<file path="src/rtl/shift_pkg.sv">
// shift_pkg: shared mode/state types and mode validity helper for the sequential funnel shifter
package shift_pkg;
  typedef enum logic [2:0] {
    MODE_LSR = 3'b000,
    MODE_LSL = 3'b001,
    MODE_ASR = 3'b010,
    MODE_ASL = 3'b011,
    MODE_ROR = 3'b100,
    MODE_ROL = 3'b101
  } shift_mode_e;
  typedef enum logic [1:0] {IDLE, SHIFT, DONE} state_e;
  function automatic logic mode_is_valid(input logic [2:0] m);
    return m <= 3'd5;
  endfunction
endpackage

</file>
<file path="src/rtl/shift_step.sv">
// shift_step: combinational one-bit shift/rotate of a WIDTH-bit value by mode
module shift_step
  import shift_pkg::*;
#(
  parameter int WIDTH = 4
) (
  input  logic [WIDTH-1:0] i_val,
  input  logic [2:0]       i_mode,
  output logic [WIDTH-1:0] o_val
);
  always_comb
    o_val = (i_mode == MODE_LSR) ? {1'b0, i_val[WIDTH-1:1]} :
            (i_mode == MODE_ASR) ? {i_val[WIDTH-1], i_val[WIDTH-1:1]} :
            (i_mode == MODE_ROR) ? {i_val[0], i_val[WIDTH-1:1]} :
            (i_mode == MODE_ROL) ? {i_val[WIDTH-2:0], i_val[WIDTH-1]} :
                                   {i_val[WIDTH-2:0], 1'b0};
endmodule

</file>
<file path="src/rtl/seq_funnel_shifter.sv">
// seq_funnel_shifter: handshaked shifter applying one bit position per clock
module seq_funnel_shifter
  import shift_pkg::*;
#(
  parameter int WIDTH = 4,
  parameter int AMT_W = $clog2(WIDTH)
) (
  input  logic             clk_i,
  input  logic             rst_i,
  input  logic             in_valid_i,
  output logic             in_ready_o,
  input  logic [WIDTH-1:0] a_i,
  input  logic [AMT_W-1:0] amt_i,
  input  logic [2:0]       mode_i,
  output logic             out_valid_o,
  input  logic             out_ready_i,
  output logic [WIDTH-1:0] y_o,
  output logic             err_o
);
  state_e           r_state, w_next;
  logic [WIDTH-1:0] r_work, w_step;
  logic [AMT_W-1:0] r_cnt;
  logic [2:0]       r_mode;
  logic             r_err, r_rdy, w_acc;
  shift_step #(.WIDTH(WIDTH)) u_step (.i_val(r_work), .i_mode(r_mode), .o_val(w_step));
  // ready is registered so rst_i never reaches an output combinationally
  assign w_acc = in_valid_i & r_rdy & (r_state == IDLE);
  always_comb begin
    w_next = r_state;
    case (r_state)
      IDLE:    w_next = !w_acc ? IDLE : (amt_i != '0 && mode_is_valid(mode_i)) ? SHIFT : DONE;
      SHIFT:   w_next = (r_cnt == AMT_W'(1)) ? DONE : SHIFT;
      DONE:    w_next = out_ready_i ? IDLE : DONE;
      default: w_next = IDLE;
    endcase
  end
  always_ff @(posedge clk_i) begin
    if (rst_i) begin
      r_state <= IDLE;
      r_work  <= '0;
      r_cnt   <= '0;
      r_mode  <= MODE_LSR;
      r_err   <= 1'b0;
      r_rdy   <= 1'b0;
    end else begin
      r_state <= w_next;
      r_rdy   <= (w_next == IDLE);
      if (w_acc) begin
        r_work <= a_i;
        r_cnt  <= amt_i;
        r_mode <= mode_i;
        r_err  <= !mode_is_valid(mode_i);
      end else if (r_state == SHIFT) begin
        r_work <= w_step;
        r_cnt  <= r_cnt - AMT_W'(1);
      end
    end
  end
  assign in_ready_o  = r_rdy;
  assign out_valid_o = (r_state == DONE);
  assign y_o         = r_work;
  assign err_o       = r_err;
endmodule

</file>
<file path="config.mk">
export PLATFORM = sky130hd
export DESIGN_NAME = seq_funnel_shifter
export DESIGN_NICKNAME = d
export VERILOG_FILES = /design/src/rtl/shift_pkg.sv /design/src/rtl/shift_step.sv /design/src/rtl/seq_funnel_shifter.sv
export SDC_FILE = /design/constraint.sdc
export NUM_CORES = 1
export LEC_CHECK = 0
export CAP_MARGIN = 10
export CORE_ASPECT_RATIO = 1.1
export CORE_MARGIN = 2
export CORE_UTILIZATION = 40
export DETAILED_ROUTE_END_ITERATION = 10
export PLACE_DENSITY = 0.8
export SKIP_LAST_GASP = 1
export SYNTH_ARGS = -nofsm -noshare
export SYNTH_HDL_FRONTEND = slang
export SYNTH_SLANG_ARGS = --single-unit
</file>
<file path="constraint.sdc">
create_clock -name clk_i -period 3.4 [get_ports clk_i]
set_input_delay 0.34 -clock clk_i [delete_from_list [all_inputs] [get_ports clk_i]]
set_output_delay 0.34 -clock clk_i [all_outputs]
set_load 0.1 [all_outputs]
</file>
After elaboration in Yosys (flattened, before gate mapping)
Cells that the tools add are included.

Bits in registers: 13. Bits of input ports: 13. Output and inout port bits: 7. Word-level logic and storage cells: 39.

$add $sub $neg: 1. $lt $le $gt $ge: 1. Equality and inequality tests: 7. Muxes and demuxes: 13. Bitwise operators: 2. Reductions and logical operators: 8.

Operators with widths (count): 4-bit 2-to-1 mux (5); 2-bit 2-to-1 mux (6); 3-bit == test (second input constant) (2); 2-bit case mux with 3 select lines (1); 2-bit by 1-bit == test with 1-bit output (second input constant) (2); 2-bit zero test (2); 2-bit nonzero test (2); 3-bit by 2-bit == test with 1-bit output (second input constant) (1); 3-bit <= comparator (second input constant) (1); 3-bit zero test (1); 3-bit by 2-bit inequality test with 1-bit output (second input constant) (1); 1-bit bitwise AND (2); 2-bit == test (second input constant) (1); 2-bit AND reduction (1); 2-bit by 1-bit subtractor with 2-bit output (second input constant) (1); 1-bit logical AND (1); 1-bit zero test (1); 1-bit 2-to-1 mux (1).

Longest topological paths before layout
Gate-level depths: netlist (run 1).

Word-level depth: 7. Gate-level depth with buffers: 5. Mapped depth without buffers: 4.

Hierarchy
From an unflattened synthesis (run 1), not the netlist that was laid out.

Cell total of the unflattened synthesis: 78. Area, all modules: 666.9 um^2.

Modules (own cells, without submodules): seq_funnel_shifter (instances 1, cells an instance 67, area each 586.8 um^2, seq. area each 260.2 um^2); shift_step (instances 1, cells an instance 11, area each 80.1 um^2, seq. area each 0.0 um^2).

Worst setup path after synthesis (run 1)
No wires, ideal clock.

Path kind: register -> register. Start point: register r_rdy (netlist: in_ready_o). End point: register r_work[0] (netlist: y_o[0]). Library setup time: 0.120 ns. Arrival time: 1.771 ns. Data required time: 3.280 ns. Path slack: 1.509 ns. Stages on the path, launching flop included: 5. Buffers on the path: 1. Period minus slack after synthesis: 1.891 ns. Path through: dfxtp_1 -> and4bb_4 -> buf_6 -> a21oi_2 -> o31a_1.

Cells in the longest elaborated chain, start to end: 3. Elaborated cells on any way between the ends: 4. Classes of those cells: mux: 1; bitwise: 2; reduce/logical: 1.

Ends and longest elaborated chain: from (decl) (line seq_funnel_shifter.sv:24) `logic r_err, r_rdy, w_acc;`; from (signal assigned) (line seq_funnel_shifter.sv:47) `r_rdy <= (w_next == IDLE);`; 1-bit bitwise AND * (2 in series) (line seq_funnel_shifter.sv:27) `assign w_acc = in_valid_i & r_rdy & (r_state == IDLE);`; 4-bit 2-to-1 mux or 2-bit nonzero test (tied branches); to (signal assigned) (line seq_funnel_shifter.sv:49) `r_work <= a_i;`; to (signal assigned) (line seq_funnel_shifter.sv:54) `r_work <= w_step;`; to (decl) (line seq_funnel_shifter.sv:21) `logic [WIDTH-1:0] r_work, w_step;`.

Mark *: on every way between the ends. The rest lies on a longest branch, timed or not. A chain may end at the register's enable or synchronous reset.

Worst setup path after layout (run 1)
Start point: register r_state[1]. End point: output port out_valid_o.

Cells in the longest elaborated chain, start to end: 1.

Ends and longest elaborated chain: from (decl) (line seq_funnel_shifter.sv:20) `state_e r_state, w_next;`; from (signal assigned) (line seq_funnel_shifter.sv:46) `r_state <= w_next;`; 2-bit == test (line seq_funnel_shifter.sv:60) `assign out_valid_o = (r_state == DONE);`; to (decl) (line seq_funnel_shifter.sv:15) `output logic out_valid_o,`.

Every way passes these cells.

==> results of run 1 <==
==> flip-flops by register name (all words and copies together), names as in the netlist <==
register,cells
r_mode,3
r_cnt,2
err_o,1
r_state,2
in_ready_o,1
y_o,4
==> power groups by stage <==
stage          Sequential, mW  Clock, mW  Combinational, mW
6_report                0.178     0.0952              0.137
2_1_floorplan           0.228          0             0.0525
3_5_place_dp            0.182          0              0.137
5_1_grt                 0.181      0.102              0.145
3_3_place_gp            0.181          0              0.134
4_1_cts                 0.178     0.0964              0.137
==> final cells by class <==
| cell class | count | area, um^2 |
|---|---|---|
| clock buffers | 4 | 26.3 |
| repair buffers | 19 | 190 |
| multi-input cells | 60 | 372 |
| inverters | 2 | 7.51 |
| flip-flops and latches | 13 | 260 |
| well taps | 17 | 21.3 |
| fillers | 150 | 681 |
==> how the worst max path moves through the flow <==
stage	endpoint	slack (ns)
global placement	out_valid_o	1.39
finish	out_valid_o	1.06
floorplan	y_o[0]$_SDFFE_PP0P_	1.51
CTS	out_valid_o	1.06
global route	out_valid_o	0.99
detailed placement	out_valid_o	1.38
==> layer usage <==
metal  track usage [%]  wire, um  vias to the layer above
li1                  -         -                      326
met1              18.4       673                      294
met2              30.0       689                       14
met3              2.35        61                        2
met4              9.38        12                        0
met5                 0         0                        -
==> synth_stat cells <==
cell type / count
and2b_2: 1
clkbuf_1: 1
o22a_1: 1
nor2_1: 10
and4bb_4: 1
nor4_1: 2
nor2b_1: 2
nor3b_1: 1
nand4b_1: 1
a211oi_1: 2
nand3b_1: 1
a31oi_1: 1
nand2_1: 10
buf_6: 1
nor4b_1: 1
nand2b_1: 1
inv_1: 2
a22oi_1: 1
a221oi_1: 2
a21oi_1: 8
ha_1: 1
a21oi_2: 2
buf_2: 1
nand3_1: 2
a21o_1: 2
nor3_1: 1
mux2i_1: 3
a211o_1: 1
dfxtp_1: 13
o31a_1: 1
o21ai_0: 1
==> worst max-delay path: stages (launching register included) <==
cell and delay (ns):
dfxtp_1 0.41, and2b_2 0.18, clkdlybuf4s50_1 1.13
==> logic make-up after synthesis <==
group	count (synthesis)
AOI/OAI and AO/OA	22
adders and majority gates	1
buffers and inverters	5
DFF	13
muxes	3
and+or+nand+nor	34
==> flow_summary.yaml, run 1 <==
floorplanning:
  die_h_um: 46.6
  num_io_pins: 20
  core_area_um2: 1560
  fp.dieArea_um2: 1990
  rows: 15
  die_w_um: 42.7
  initial_core_util_pct: 42.3
logic_synthesis:
  yosys_warnings: 0
  synthAdderAreaFrac_pct: 1.90
  synth_nets: 92
  synth_top_family_by_area: "simple AND/OR/NAND/NOR gates"
  synth-simple-area-share_pct: 27.1
  synth-compound-area-share_pct: 22.8
  ys_seq_elements: 13
  synth-seq-area-share_pct: 39.5
  postSynthCellCount: 78
  netlist_area_um2: 659
  yosys.cell_types.count: 31
  netlist.area_leader.share_pct: 39.5
  synth.area.top_cells: "dfxtp_1, a21oi_1, nand2_1"
  synth_xor_area_share_pct: 0
  synth_top_cell_by_area: "dfxtp_1"
  synthMuxAreaShare_pct: 4.55
  syn_avg_cell_area_um2: 8.45
worst_setup_path:
  r2r-end: "r_cnt[0]$_SDFFE_PP0P_"
  rr_worst_depth: 4
  critPathRequiredTime_ns: 3.06
  cp.arrival_ns: 2.00
  startpoint_type: "flip-flop"
  end_kind: "output pin"
  crit_start: "r_state[1]$_SDFF_PP0_"
  crit_fanout: 7
  crit_type: "flip-flop to output pin"
  r2r_slack_ns: 1.89
  reg2reg_from: "r_state[0]$_SDFF_PP0_"
global_routing:
  grtUsageTotal_pct: 16.4
  grt_max_degree: 16
  antenna_found_initial: 0
  grt_pass1_vias: 579
  grt_pass1_wl_um: 2380
  grt.overflow.total: 0
clock_network:
  cts.repair.resized: 0
  clkTransAtPathRegs_ns: 0.08
  clk_latency_ns: 0.27
  clkSinkCount: 13
  cts_buffers: 3
  cts_setup_buffers: 0
  cts_buffer_depth: 2
  htreeDepth: 1
  root_buffer: "clkbuf_4"
  cts.hold.buffers_added: 0
  cts_tree: "yes"
routing:
  vias_per_cell: 5.53
  routedWlPerCell_um: 12.5
  drt_iter0_drc: 10
  first_pass_iters: 4
  route.antenna.remaining_nets: 0
  route.vias.total: 636
  drc: 0
  wl_um: 1440
placed_design:
  post-place-cells: 111
  hpwl_um: 1070
  dpl-instance-area_um2: 851
  gp_congestion: 0.743
  io_buffers: 19
  dpl_worst_slack_ns: 1.38
timing:
  min_period_over_period_pct: 68.7
  skew_ns: 0.00258
  slew_headroom_pct: 35.4
  slew_viol_final: 0
  setup_viol: 0
  tns_ns: 0
  min_period_ns: 2.34
  hold_ws_ns: 0.459
  setup_ws_ns: 1.06
  hold_viol_final: 0
  rsz0062_at_grt: "false"
  tightest_slew_ns: 0.966
  fmax_mhz: 428
power_and_ir_drop:
  intPower_mw: 0.259
  comb_power_share_pct: 33.3
  power.total_mw: 0.410
  power_leakage_nw: 0.343
  p_seq_share_pct: 43.5
  clkPwrFrac_pct: 23.2
  cellPowerDensity_nw_per_um2: 468
  peakVddDrop_v: 0.000227
  switching_share_pct: 36.8
  p_sw_mw: 0.151
layout:
  final_nets: 113
  num_antenna_cells: 0
  layout.cells.non_filler: 115
  post_route_cells_drive_above_1_share_pct: 7.14
  final_area_um2: 877
  final_common_cell: "clkdlybuf4s50_1"
  fin_util_pct: 56.3
  syn2layout_area_growth_pct: 33.0
  layout_common_cells: "clkdlybuf4s50_1, dfxtp_1, nand2_1, nor2_1, a21oi_1"
min_path:
  hold_path_depth: 2
  hold_class: "flip-flop to flip-flop"
  hold-path-endpoint: "err_o$_SDFFE_PP0P_"
  min_from: "err_o$_SDFFE_PP0P_"
outcome:
  status: "completed"
run:
  max_cap_viol_count: 0
Power figures use the tool's default switching activity.
==> inputs of run 2 (changes only) <==
--- a/config.mk
+++ b/config.mk
@@ -10,7 +10,7 @@
 export CORE_MARGIN = 2
 export CORE_UTILIZATION = 40
 export DETAILED_ROUTE_END_ITERATION = 10
-export PLACE_DENSITY = 0.8
+export PLACE_DENSITY = 0.83
 export SKIP_LAST_GASP = 1
 export SYNTH_ARGS = -nofsm -noshare
 export SYNTH_HDL_FRONTEND = slang
==> constraint.sdc (replaced) <==
create_clock -name clk_i -period 1.97 [get_ports clk_i]
set_input_delay 0.197 -clock clk_i [delete_from_list [all_inputs] [get_ports clk_i]]
set_output_delay 0.197 -clock clk_i [all_outputs]
set_load 0.1 [all_outputs]
==> run 2 against run 1 <==
Against the previous run:
- clock skew is 0.00061 ns higher
- non-clock buffer count is 2 higher
- global-route usage is 1.5 points lower
- critical path type is now flip-flop to flip-flop
- largest power group unchanged
==> flow_summary.yaml, run 2 (synthesized netlist as in run 1, its figures left out) <==
worst_setup_path:
  cp_slowest_cell: "dfxtp_1"
  crit_path_frequent_cell: "nor2_1"
  crit_type: "flip-flop to flip-flop"
  cp.arrival_ns: 1.59
  startpoint_type: "flip-flop"
  path_cells: "nor2b_1, buf_4, nor2_1, a221oi_1, nor2_1"
  cpPeakStageDelay_ns: 0.41
  end_kind: "flip-flop"
  crit_fanout: 6
  critPathRequiredTime_ns: 2.13
routing:
  routedWlPerCell_um: 12.7
  wl_um: 1490
  drt_iter0_drc: 6
  first_pass_iters: 4
  drc: 0
  route.vias.total: 643
  route.antenna.remaining_nets: 0
  vias_per_cell: 5.50
run:
  max_cap_viol_count: 0
clock_network:
  root_buffer: "clkbuf_4"
  cts_tree: "yes"
  clk_latency_ns: 0.27
  cts_buffer_depth: 2
  clkTransAtPathRegs_ns: 0.08
  cts_buffers: 3
  htreeDepth: 1
  cts.hold.buffers_added: 0
  cts.repair.resized: 0
  cts_setup_buffers: 0
  clkSinkCount: 13
power_and_ir_drop:
  cellPowerDensity_nw_per_um2: 809
  peakVddDrop_v: 0.000312
  power_leakage_nw: 0.365
placed_design:
  gp_congestion: 0.877
  hpwl_um: 1150
  dpl_worst_slack_ns: 0.371
  io_buffers: 19
timing:
  min_period_over_period_pct: 72.8
  slew_headroom_pct: 76.2
  setup_viol: 0
  setup_ws_ns: 0.536
  skew_ns: 0.00319
  min_period_ns: 1.43
  slew_viol_final: 0
  tns_ns: 0
  fmax_mhz: 697
  hold_viol_final: 0
  rsz0062_at_grt: "false"
  tightest_slew_ns: 0.356
layout:
  fillerInstances: 135
  layout_common_cells: "dfxtp_1, clkdlybuf4s50_1, nand2_1, nor2_1, buf_4"
  post_route_cells_drive_above_1_share_pct: 16.0
  final_nets: 115
  num_antenna_cells: 0
  final_common_cell: "dfxtp_1"
  largest_register_ff_count: 4
  syn2layout_area_growth_pct: 32.6
global_routing:
  grt-busiest-layer: "met2"
  grtUsageTotal_pct: 14.9
  grt_use_met1_pct: 17.6
  grt.overflow.total: 0
  antenna_found_initial: 0
  grt_pass1_vias: 548
  use_met2_pct: 27.3
  gr-usage-met3_pct: 1.18
  grt_max_degree: 13
  grt_pass1_wl_um: 2240
floorplanning:
  die_w_um: 42.7
  initial_core_util_pct: 42.3
  core_area_um2: 1560
  rows: 15
  num_io_pins: 20
  die_h_um: 46.6
  fp.dieArea_um2: 1990
min_path:
  hold_class: "flip-flop to flip-flop"
outcome:
  status: "completed"
-- run 2: changes by cell type in the layout (fill, tap and decap cells not counted) --
cell	change
buf_4	+9
clkdlybuf4s50_1	-7
-- run 2: stage by stage --
step / hold WS, ns / instance area (um^2) / util [%] / total power [mW] / std cells
floorplan: 0.307 / 659 / - / 0.484 / 78
global placement: 0.444 / 848 / 54.5 / 0.543 / 113
detailed placement: 0.454 / 848 / 54.5 / 0.549 / 113
CTS: 0.465 / 875 / 56.1 / 0.712 / 117
global route: 0.492 / 875 / 56.1 / 0.742 / 117
finish: 0.461 / 875 / 56.1 / 0.708 / 117
-- run 2: cell type report --
| type | instances | area [um^2] | area share [%] |
|---|---|---|---|
| Sequential cell | 13 | 260 | 29.8 |
| Inverter | 2 | 7.51 | 0.858 |
| Timing Repair Buffer | 21 | 188 | 21.5 |
| Clock buffer | 4 | 26.3 | 3.00 |
| Tap cell | 17 | 21.3 | 2.43 |
| Multi-Input combinational cell | 60 | 372 | 42.5 |
-- run 2: path summary, 6_finish.rpt --
kind	to	slack (ns)	cells after the start	start
setup / recovery	r_cnt[0]$_SDFFE_PP0P_	0.54	5	r_state[0]$_SDFF_PP0_
hold / removal	r_cnt[1]$_SDFFE_PP0P_	0.46	2	r_cnt[1]$_SDFFE_PP0P_
setup reg to reg	r_cnt[0]$_SDFFE_PP0P_	0.54	5	r_state[0]$_SDFF_PP0_
hold reg to reg	r_cnt[1]$_SDFFE_PP0P_	0.46	2	r_cnt[1]$_SDFFE_PP0P_
-- run 2: power breakdown --
group          switching [mW]  internal (mW)
combinational           0.152         0.0822
clock                  0.0869         0.0782
sequential             0.0238          0.285
-- run 2: metal layers --
| layer | vias up | part of all wire (%) |
|---|---|---|
| met3 | 2 | 4.8 |
| li1 | 327 | - |
| met5 | - | 0 |
| met4 | 0 | 1.2 |
| met1 | 294 | 46 |
| met2 | 20 | 48 |
-- run 2: critical path: cells and delay by family, from the launching register on --
kind	cells	cell delay, ns
AOI/OAI and AO/OA	1	0.27
DFF	1	0.41
and+or+nand+nor	3	0.43
buffers and inverters	1	0.20
